File: config.mk
export PLATFORM = sky130hd
export DESIGN_NAME = inputbuffer_line_packer
export DESIGN_NICKNAME = d
export VERILOG_FILES = /design/src/rtl/inputbuffer_line_packer_pkg.sv /design/src/rtl/ib_out_reg.sv /design/src/rtl/inputbuffer_line_packer.sv
export SDC_FILE = /design/constraint.sdc
export NUM_CORES = 1
export LEC_CHECK = 0
export CAP_MARGIN = 20
export CORE_AREA = 2 2 137 139
export DETAILED_ROUTE_END_ITERATION = 7
export DIE_AREA = 0 0 139 141
export PLACE_DENSITY = 0.88
export SETUP_SLACK_MARGIN = 0.5
export SLEW_MARGIN = 20
export SYNTH_ARGS = -nofsm -noshare
export SYNTH_HDL_FRONTEND = slang
export SYNTH_HIERARCHICAL = 1
export SYNTH_SLANG_ARGS = --single-unit
File: constraint.sdc
create_clock -name SYS_CLK -period 3.4 [get_ports SYS_CLK]
set_input_delay 0.51 -clock SYS_CLK [delete_from_list [all_inputs] [get_ports SYS_CLK]]
set_output_delay 0.51 -clock SYS_CLK [all_outputs]
set_load 0.05 [all_outputs]
File: src/rtl/inputbuffer_line_packer_pkg.sv
// Shared definitions for the input-buffer line packer: FSM encoding and
// helpers that derive the beat-to-word packing ratio from the data widths.
package inputbuffer_line_packer_pkg;

    typedef enum logic [1:0] {
        IDLE  = 2'd0,
        RUN   = 2'd1,
        DRAIN = 2'd2
    } lp_state_e;

    localparam int PIC_W = 6;

    // Number of input beats packed into one output word.
    function automatic int pack_ratio(input int dw, input int iw);
        return dw / iw;
    endfunction

    // Width of the beat counter; never below one bit.
    function automatic int cnt_width(input int r);
        return (r > 1) ? $clog2(r) : 1;
    endfunction

    // The packer needs a whole number of beats per word, and at least two.
    function automatic bit ratio_ok(input int dw, input int iw);
        return (iw > 0) && (dw % iw == 0) && (dw / iw >= 2);
    endfunction

endpackage

File: src/rtl/ib_out_reg.sv
// One-entry valid/ready register carrying a data word and its sop/hsync tags.
// A new word may be loaded in the same cycle the held word drains.
module ib_out_reg #(
    parameter int W = 128
) (
    input  logic         clk,
    input  logic         srst,
    input  logic         load_valid,
    input  logic [W-1:0] load_data,
    input  logic         load_sop,
    input  logic         load_hsync,
    output logic         load_ready,
    output logic         out_valid,
    output logic [W-1:0] out_data,
    output logic         out_sop,
    output logic         out_hsync,
    input  logic         out_ready
);

    logic         valid_q, valid_d;
    logic [W-1:0] data_q, data_d;
    logic         sop_q, sop_d;
    logic         hsync_q, hsync_d;

    assign load_ready = !valid_q || out_ready;

    always_comb begin
        valid_d = valid_q;
        data_d  = data_q;
        sop_d   = sop_q;
        hsync_d = hsync_q;
        if (valid_q && out_ready) begin
            valid_d = 1'b0;
        end
        if (load_valid) begin
            valid_d = 1'b1;
            data_d  = load_data;
            sop_d   = load_sop;
            hsync_d = load_hsync;
        end
    end

    always_ff @(posedge clk) begin
        if (srst) begin
            valid_q <= 1'b0;
            data_q  <= '0;
            sop_q   <= 1'b0;
            hsync_q <= 1'b0;
        end else begin
            valid_q <= valid_d;
            data_q  <= data_d;
            sop_q   <= sop_d;
            hsync_q <= hsync_d;
        end
    end

    assign out_valid = valid_q;
    assign out_data  = data_q;
    assign out_sop   = sop_q;
    assign out_hsync = hsync_q;

endmodule

File: src/rtl/inputbuffer_line_packer.sv
// Packs narrow pixel beats into input-buffer words and frames them into
// pic_size x pic_size words, tagging start-of-frame and end-of-row.
module inputbuffer_line_packer
    import inputbuffer_line_packer_pkg::*;
#(
    parameter int dw = 128,
    parameter int iw = 32,
    parameter int aw = 10
) (
    input  logic             SYS_CLK,
    input  logic             SYS_RST,
    input  logic             cfg_start,
    input  logic [PIC_W-1:0] cfg_pic_size,
    input  logic [aw-1:0]    cfg_addr_start,
    input  logic [iw-1:0]    in_data,
    input  logic             in_valid,
    output logic             in_ready,
    output logic [dw-1:0]    input_buffer_write_data,
    output logic             input_buffer_write_valid,
    input  logic             input_buffer_write_ready,
    output logic             input_buffer_write_sop,
    output logic             input_buffer_write_hsync,
    output logic [aw-1:0]    input_buffer_write_addr_start,
    output logic             busy,
    output logic             frame_done
);

    localparam int R  = pack_ratio(dw, iw);
    localparam int RW = cnt_width(R);
    localparam logic [RW-1:0] BEAT_LAST = RW'(R - 1);

    if (!ratio_ok(dw, iw)) begin : g_bad_ratio
        $error("inputbuffer_line_packer: dw must be a multiple (>=2) of iw");
    end

    lp_state_e          state_q, state_d;
    logic [PIC_W-1:0]   pic_size_q, pic_size_d;
    logic [aw-1:0]      addr_start_q, addr_start_d;
    logic [RW-1:0]      beat_cnt_q, beat_cnt_d;
    logic [PIC_W-1:0]   col_cnt_q, col_cnt_d;
    logic [PIC_W-1:0]   row_cnt_q, row_cnt_d;
    logic               sop_pending_q, sop_pending_d;
    logic               frame_done_q, frame_done_d;
    logic [dw-iw-1:0]   pack_q, pack_d;

    logic               accept;
    logic               word_load;
    logic               load_ready;
    logic               col_last;
    logic               row_last;
    logic [dw-1:0]      load_data;

    assign in_ready  = (state_q == RUN) && ((beat_cnt_q != BEAT_LAST) || load_ready);
    assign accept    = in_valid && in_ready;
    assign word_load = accept && (beat_cnt_q == BEAT_LAST);
    assign col_last  = (col_cnt_q == pic_size_q - 6'd1);
    assign row_last  = (row_cnt_q == pic_size_q - 6'd1);

    // Lower slots come from the pack register; the final beat bypasses it
    // so the word is complete on the same edge that accepts that beat.
    for (genvar gi = 0; gi < R - 1; gi++) begin : g_slot
        assign pack_d[gi*iw +: iw]    = (accept && beat_cnt_q == RW'(gi)) ? in_data
                                                                           : pack_q[gi*iw +: iw];
        assign load_data[gi*iw +: iw] = pack_q[gi*iw +: iw];
    end
    assign load_data[dw-1 -: iw] = in_data;

    always_comb begin
        state_d       = state_q;
        pic_size_d    = pic_size_q;
        addr_start_d  = addr_start_q;
        beat_cnt_d    = beat_cnt_q;
        col_cnt_d     = col_cnt_q;
        row_cnt_d     = row_cnt_q;
        sop_pending_d = sop_pending_q;
        frame_done_d  = 1'b0;
        case (state_q)
            IDLE: begin
                if (cfg_start && cfg_pic_size != '0) begin
                    state_d       = RUN;
                    pic_size_d    = cfg_pic_size;
                    addr_start_d  = cfg_addr_start;
                    beat_cnt_d    = '0;
                    col_cnt_d     = '0;
                    row_cnt_d     = '0;
                    sop_pending_d = 1'b1;
                end
            end
            RUN: begin
                if (accept) begin
                    beat_cnt_d = (beat_cnt_q == BEAT_LAST) ? '0 : beat_cnt_q + 1'b1;
                end
                if (word_load) begin
                    sop_pending_d = 1'b0;
                    if (col_last) begin
                        col_cnt_d = '0;
                        row_cnt_d = row_cnt_q + 6'd1;
                        if (row_last) begin
                            state_d = DRAIN;
                        end
                    end else begin
                        col_cnt_d = col_cnt_q + 6'd1;
                    end
                end
            end
            DRAIN: begin
                if (input_buffer_write_valid && input_buffer_write_ready) begin
                    state_d      = IDLE;
                    frame_done_d = 1'b1;
                end
            end
            default: state_d = IDLE;
        endcase
    end

    always_ff @(posedge SYS_CLK) begin
        if (SYS_RST) begin
            state_q       <= IDLE;
            pic_size_q    <= '0;
            addr_start_q  <= '0;
            beat_cnt_q    <= '0;
            col_cnt_q     <= '0;
            row_cnt_q     <= '0;
            sop_pending_q <= 1'b0;
            frame_done_q  <= 1'b0;
            pack_q        <= '0;
        end else begin
            state_q       <= state_d;
            pic_size_q    <= pic_size_d;
            addr_start_q  <= addr_start_d;
            beat_cnt_q    <= beat_cnt_d;
            col_cnt_q     <= col_cnt_d;
            row_cnt_q     <= row_cnt_d;
            sop_pending_q <= sop_pending_d;
            frame_done_q  <= frame_done_d;
            pack_q        <= pack_d;
        end
    end

    ib_out_reg #(
        .W (dw)
    ) u_out_reg (
        .clk        (SYS_CLK),
        .srst       (SYS_RST),
        .load_valid (word_load),
        .load_data  (load_data),
        .load_sop   (sop_pending_q),
        .load_hsync (col_last),
        .load_ready (load_ready),
        .out_valid  (input_buffer_write_valid),
        .out_data   (input_buffer_write_data),
        .out_sop    (input_buffer_write_sop),
        .out_hsync  (input_buffer_write_hsync),
        .out_ready  (input_buffer_write_ready)
    );

    assign input_buffer_write_addr_start = addr_start_q;
    assign busy       = (state_q != IDLE);
    assign frame_done = frame_done_q;

endmodule

==> results of run 1 <==
==> power by group through the flow <==
stage          sequential, uW  clock (uW)  combinational, uW
6_report                 3130        2830                411
5_1_grt                  3130        3010                446
4_1_cts                  3130        2870                412
3_5_place_dp             3200           0                410
3_3_place_gp             3190           0                403
2_1_floorplan            3220           0                217
==> cell usage in the layout, fill, tap and decap left out, drive strengths merged, types with 3 or more instances in the layout <==
cell and n:
nor4 4, o211ai 3, a21oi 119, o2111ai 5, dfxtp 261, nand3 7
inv 9, nor3 6, mux2i 133, o311ai 3, clkbuf 40, buf 16
nor2 142, xor2 3, and2 4, or4 3, nand4 3, and3 3
o21ai 4, nand2b 4, nand2 238, ha 7, xnor2 10, or3 4
clkinv 7, clkdlybuf4s50 195
==> path summary, 6_finish.rpt <==
check / from / to / slack, ns / depth (start not counted)
min reg2reg: input_buffer_write_addr_start[9] / input_buffer_write_addr_start[9] / 0.45 / 2
max reg2reg: pic_size_q[0] / row_cnt_q[0] / 0.81 / 5
min: input_buffer_write_addr_start[9] / input_buffer_write_addr_start[9] / 0.45 / 2
max: input_buffer_write_ready / in_ready / 0.64 / 5
==> metal layers <==
layer	GRT usage, %	vias up	part of all wire (%)
li1	-	3873	-
met3	4.14	33	5.5
met1	31.1	3697	44
met5	0	-	0
met2	39.6	220	49
met4	6.54	0	2.1
==> through the flow <==
stage                     instance area (um2)  worst slack [ns]  hold WS [ns]  std cells  util [%]
final                                   12600             0.641         0.454       1487      69.2
after detailed placement                11800             0.444         0.446       1440      64.5
after global placement                  11800             0.539         0.441       1440      64.5
after global routing                    12600             0.543         0.470       1487      69.2
after floorplan                          9740              1.17         0.436       1068         -
after CTS                               12600             0.651         0.455       1487      69.2
==> tightest hold or removal path, cell delays in order, from the launching register on <==
cell and delay, ns:
dfxtp_1 0.30, nand2_1 0.05, a21oi_1 0.05
==> layout make-up <==
| class | instances | share of cell area [%] |
|---|---|---|
| multi-input combinational | 724 | 32.4 |
| tap | 234 | 2.32 |
| inverter | 9 | 0.307 |
| sequential | 261 | 41.3 |
| timing repair buffer | 212 | 16.8 |
| clock buffer | 39 | 6.26 |
| clock inverter | 8 | 0.574 |
==> kinds of logic (layout without fill, tap and decap cells) <==
family	after synthesis	in the layout	synth area share [%]
flops	261	261	53.7
compound gates	143	143	8.11
xor+xnor	15	15	1.63
mux	134	134	13.8
simple gates	425	425	17.6
buf+inv	83	268	4.33
fa+ha+maj	7	7	0.899
==> registers in the layout (all words and copies together) (netlist names), 2 cells and up <==
register                       flops
input_buffer_write_addr_start     10
pack_q                            96
row_cnt_q                          6
beat_cnt_q                         2
u_out_reg/out_data               128
state_q                            2
col_cnt_q                          6
pic_size_q                         6
==> flow_summary.yaml, run 1 <==
cts:
  cts.clk_slew.worst_paths_ns: 0.06
  htree_levels: 1
  clock-sinks: 261
  cts_resized: 0
  root_buffer: "clkbuf_16"
  clockBufferDepth: 3
  clk_latency_ns: 0.51
  cts_tree: "done"
  post_cts_buffers: 0
  cts_made_buffers: 26
  cts_hold_buf: 0
layout:
  nets: 1294
  area_growth_pct: 29.8
  diodes: 0
  multiInputGateArea_mm2: 0.00410
  fillerInstances: 1384
  layout-drive-gt1-share_pct: 5.27
  regArea_mm2: 0.00523
routing:
  route.detailed.drc: 0
  via_per_inst: 5.26
  final_antenna_net_count: 0
  dr.first_iter.drc_count: 524
  wl_mm: 24.1
  wl_per_cell_um: 16.2
  first_pass_iters: 5
  vias: 7823
die:
  die-area_mm2: 0.0196
  dieWidth_um: 139
  core_mm2: 0.0183
  die_h_um: 141
  rows: 50
  initial_core_util_pct: 53.3
  io_pins: 197
sta:
  skew_ns: 0.0115
  setup_violations: 0
  period_share_pct: 81.1
  tightestPinTransition_ns: 0.737
  hold_viol_final: 0
  max_freq_ghz: 0.362
  setup_tns_ns: 0
  period_needed_ns: 2.76
  rsz0062_at_grt: "false"
  final-max-slew-violation-count: 0
  maxSlewHeadroom_pct: 50.9
synth:
  synth.largest_area_cell: "dfxtp_1"
  synthCells: 1068
  synth.yosys.warnings: 6
  synth.area.top_cells: "dfxtp_1 54%, mux2i_1 14%, nand2_1 9.2%"
  ys_seq_area_share_pct: 53.7
  ys_ff_latch: 261
  synth_cell_types: 45
  netlist_top_cells_count: "261 x dfxtp_1, 238 x nand2_1, 142 x nor2_1"
  synth.most_common_cell: "dfxtp_1"
  synth_top_area_share_pct: 53.7
  ys.flop_type: "dfxtp_1"
  postSynthNetCount: 1128
  avgSynthCellArea_um2: 9.12
  synthesis.area_mm2: 0.00974
  async_flop_share_pct: 0
  synth_edf_count: 0
global_route:
  antenna_found_initial: 0
  grt-ovfl-total: 0
  grt_max_degree: 145
  grt_first_pass_wirelength_mm: 38.0
  grt_pass1_vias: 7325
  grt_use_total_pct: 23.4
worst_setup_path:
  start_kind: "input port"
  crit_family: "buffers and inverters"
  cpPeakStageDelay_ns: 0.81
  cp.arrival_ns: 2.25
  crit_path_max_fanout: 3
  path_buf_inv: 2
  cp_data_required_time_ns: 2.89
  crit_path_end_kind: "output pin"
  crit_chain: "clkdlybuf4s50_1, nand2b_1, nand2b_1, and2_1, clkdlybuf4s50_1"
  crit_type: "input port to output pin"
  crit_slowest_cell: "clkdlybuf4s50_1"
place:
  dp_hpwl_mm: 15.7
  place_congestion: 0.857
  io_buffers: 196
pwr:
  p_clk_share_pct: 44.5
  switching_share_pct: 22.6
  power.total_uw: 6370
  cellLeakagePower_uw: 0.00428
  p_sw_uw: 1440
  p_int_uw: 4940
  power_density_mw_per_mm2: 504
  p_seq_share_pct: 49.1
  pwr-share-comb_pct: 6.4
  ir_worst_vdd_mv: 0.446
job:
  drv_cap: 0
worst_hold_path:
  hold_path_class: "register to register"
run_status:
  status: "finished, final reports clean"
Power figures use the tool's default switching activity.
==> run 2, diff against run 1 <==
- CORE_AREA: 2 2 137 139 -> 2 2 142 144
- DIE_AREA: 0 0 139 141 -> 0 0 144 146
- PLACE_DENSITY: 0.88 -> 0.83
- clock period: 3.4 -> 2.7 ns (I/O delays scaled with it)
==> run 2 against run 1 <==
  * Clock skew increased by 0.0023 ns
  * Combinational power increased by 35%
  * Register-to-register slack got worse by 0.40 ns
==> flow_summary.yaml, run 2 (synthesized netlist as in run 1, its figures left out) <==
run_status:
  status: "finished, final reports clean"
worst_hold_path:
  holdPathStages: 3
  hold_path_class: "input port to register"
  min_from: "cfg_addr_start[4]"
  min_to: "input_buffer_write_addr_start[4]"
die:
  dieWidth_um: 144
  initial_core_util_pct: 50.4
  die-area_mm2: 0.0210
  die_h_um: 146
  core_mm2: 0.0193
  rows: 51
  io_pins: 197
worst_setup_path:
  cp_data_required_time_ns: 3.08
  cp.arrival_ns: 2.66
  path_buf_inv: 0
  crit_cells: 5
  crit_chain: "or4_4, o21a_1, or4_4, a2111oi_4, o22ai_1"
  crit_slowest_cell: "or4_4"
  cpMostUsedCell: "or4_4"
  start_kind: "register"
  crit_path_max_fanout: 6
  r2r_setup_slack_ns: 0.41
  crit_family: "simple AND/OR/NAND/NOR gates"
  crit_type: "register to register"
  reg2regPathDepth: 5
  regToRegEndpoint: "state_q[0]"
  r2r_start: "pic_size_q[0]"
  crit_path_end_kind: "register"
  cpPeakStageDelay_ns: 0.53
layout:
  final_common_cell: "dfxtp_1"
  final_cell_mix: "258 x dfxtp_1, 238 x nand2_1, 192 x clkdlybuf4s50_1"
  layout-drive-gt1-share_pct: 7.33
  fin_cells: 1533
  regArea_mm2: 0.00523
  diodes: 0
  largest_reg_flops: 128
  multiInputGateArea_mm2: 0.00414
  nets: 1309
  fillerInstances: 1515
  design_area_mm2: 0.0130
  fin_util_pct: 67.3
  area_growth_pct: 33.6
cts:
  cts_made_buffers: 26
  cts_hold_buf: 0
  cts.clk_slew.worst_paths_ns: 0.06
  cts_tree: "done"
  clockBufferDepth: 3
  clk_latency_ns: 0.52
  htree_levels: 1
  clock-sinks: 261
  root_buffer: "clkbuf_16"
sta:
  tightestPinTransition_ns: 0.580
  final-max-slew-violation-count: 0
  hold_ws_ns: 0.431
  period_needed_ns: 2.29
  max_freq_ghz: 0.438
  period_share_pct: 84.6
  hold_viol_final: 0
  skew_ns: 0.0138
  setup_violations: 0
  setup_tns_ns: 0
  maxSlewHeadroom_pct: 61.2
  rsz0062_at_grt: "true"
global_route:
  antenna_found_initial: 0
  grt_use_total_pct: 22.9
  grt_max_degree: 102
  grt_first_pass_wirelength_mm: 39.3
  grt-ovfl-total: 0
  grt_pass1_vias: 7580
pwr:
  ir_worst_vdd_mv: 0.449
  power_density_mw_per_mm2: 624
  cellLeakagePower_uw: 0.00444
place:
  place_area_mm2: 0.0119
  io_buffers: 196
  place_congestion: 0.891
  dp_cells: 1480
  dp_hpwl_mm: 16.2
routing:
  route.detailed.drc: 0
  via_per_inst: 5.19
  vias: 7960
  first_pass_iters: 5
  dr.first_iter.drc_count: 575
  wl_mm: 25.4
  final_antenna_net_count: 0
  wl_per_cell_um: 16.5
job:
  drv_cap: 0
## run 2: tightest hold or removal path: cells and delay by family
family	cells	cell delay, ns
AND/OR/NAND/NOR	1	0.05
buffers and inverters	1	0.39
AO/OA/AOI/OAI	1	0.05
## run 2: how the worst max path moves through the flow
| stage | end | from |
|---|---|---|
| global placement | row_cnt_q[2] | cfg_pic_size[5] |
| finish | state_q[0] | pic_size_q[0] |
| floorplan | state_q[0] | pic_size_q[0] |
| global route | state_q[0] | pic_size_q[0] |
| CTS | state_q[0] | pic_size_q[0] |
| detailed placement | row_cnt_q[2] | input_buffer_write_ready |
## run 2: what timing repair did
item,in CTS,in global routing
setup endpoints to repair,6,53
gates cloned,0,3
gates resized for setup,8,11
buffers inserted,0,3
pin swaps,1,4
## run 2: layout make-up
| type | instances | share of cell area, % |
|---|---|---|
| repair buffers | 227 | 18.3 |
| well taps | 265 | 2.55 |
| flip-flops and latches | 261 | 40.2 |
| multi-input cells | 724 | 31.9 |
| clock buffers | 39 | 6.23 |
| clock inverters | 8 | 0.539 |
| inverters | 9 | 0.298 |
## run 2: per-stage QoR
stage                     setup slack [ns]  total power [uW]
after floorplan                      0.507              4320
after global placement               0.188              4550
after detailed placement             0.109              4560
after CTS                            0.468              8160
after global routing                 0.390              8370
final                                0.415              8120
## run 2: metal layers
metal  global-route usage [%]  wire, um  vias up
met5                        0         0        -
met4                     5.00       416        0
met3                     4.54      1610       41
met2                     38.3     12400      251
met1                     30.7     11000     3767
li1                         -         -     3901
## run 2: report_power, final
part	total, uW	switching, uW	internal [uW]
Combinational	556	341	214
Sequential	3940	36.2	3900
Clock	3620	1460	2160
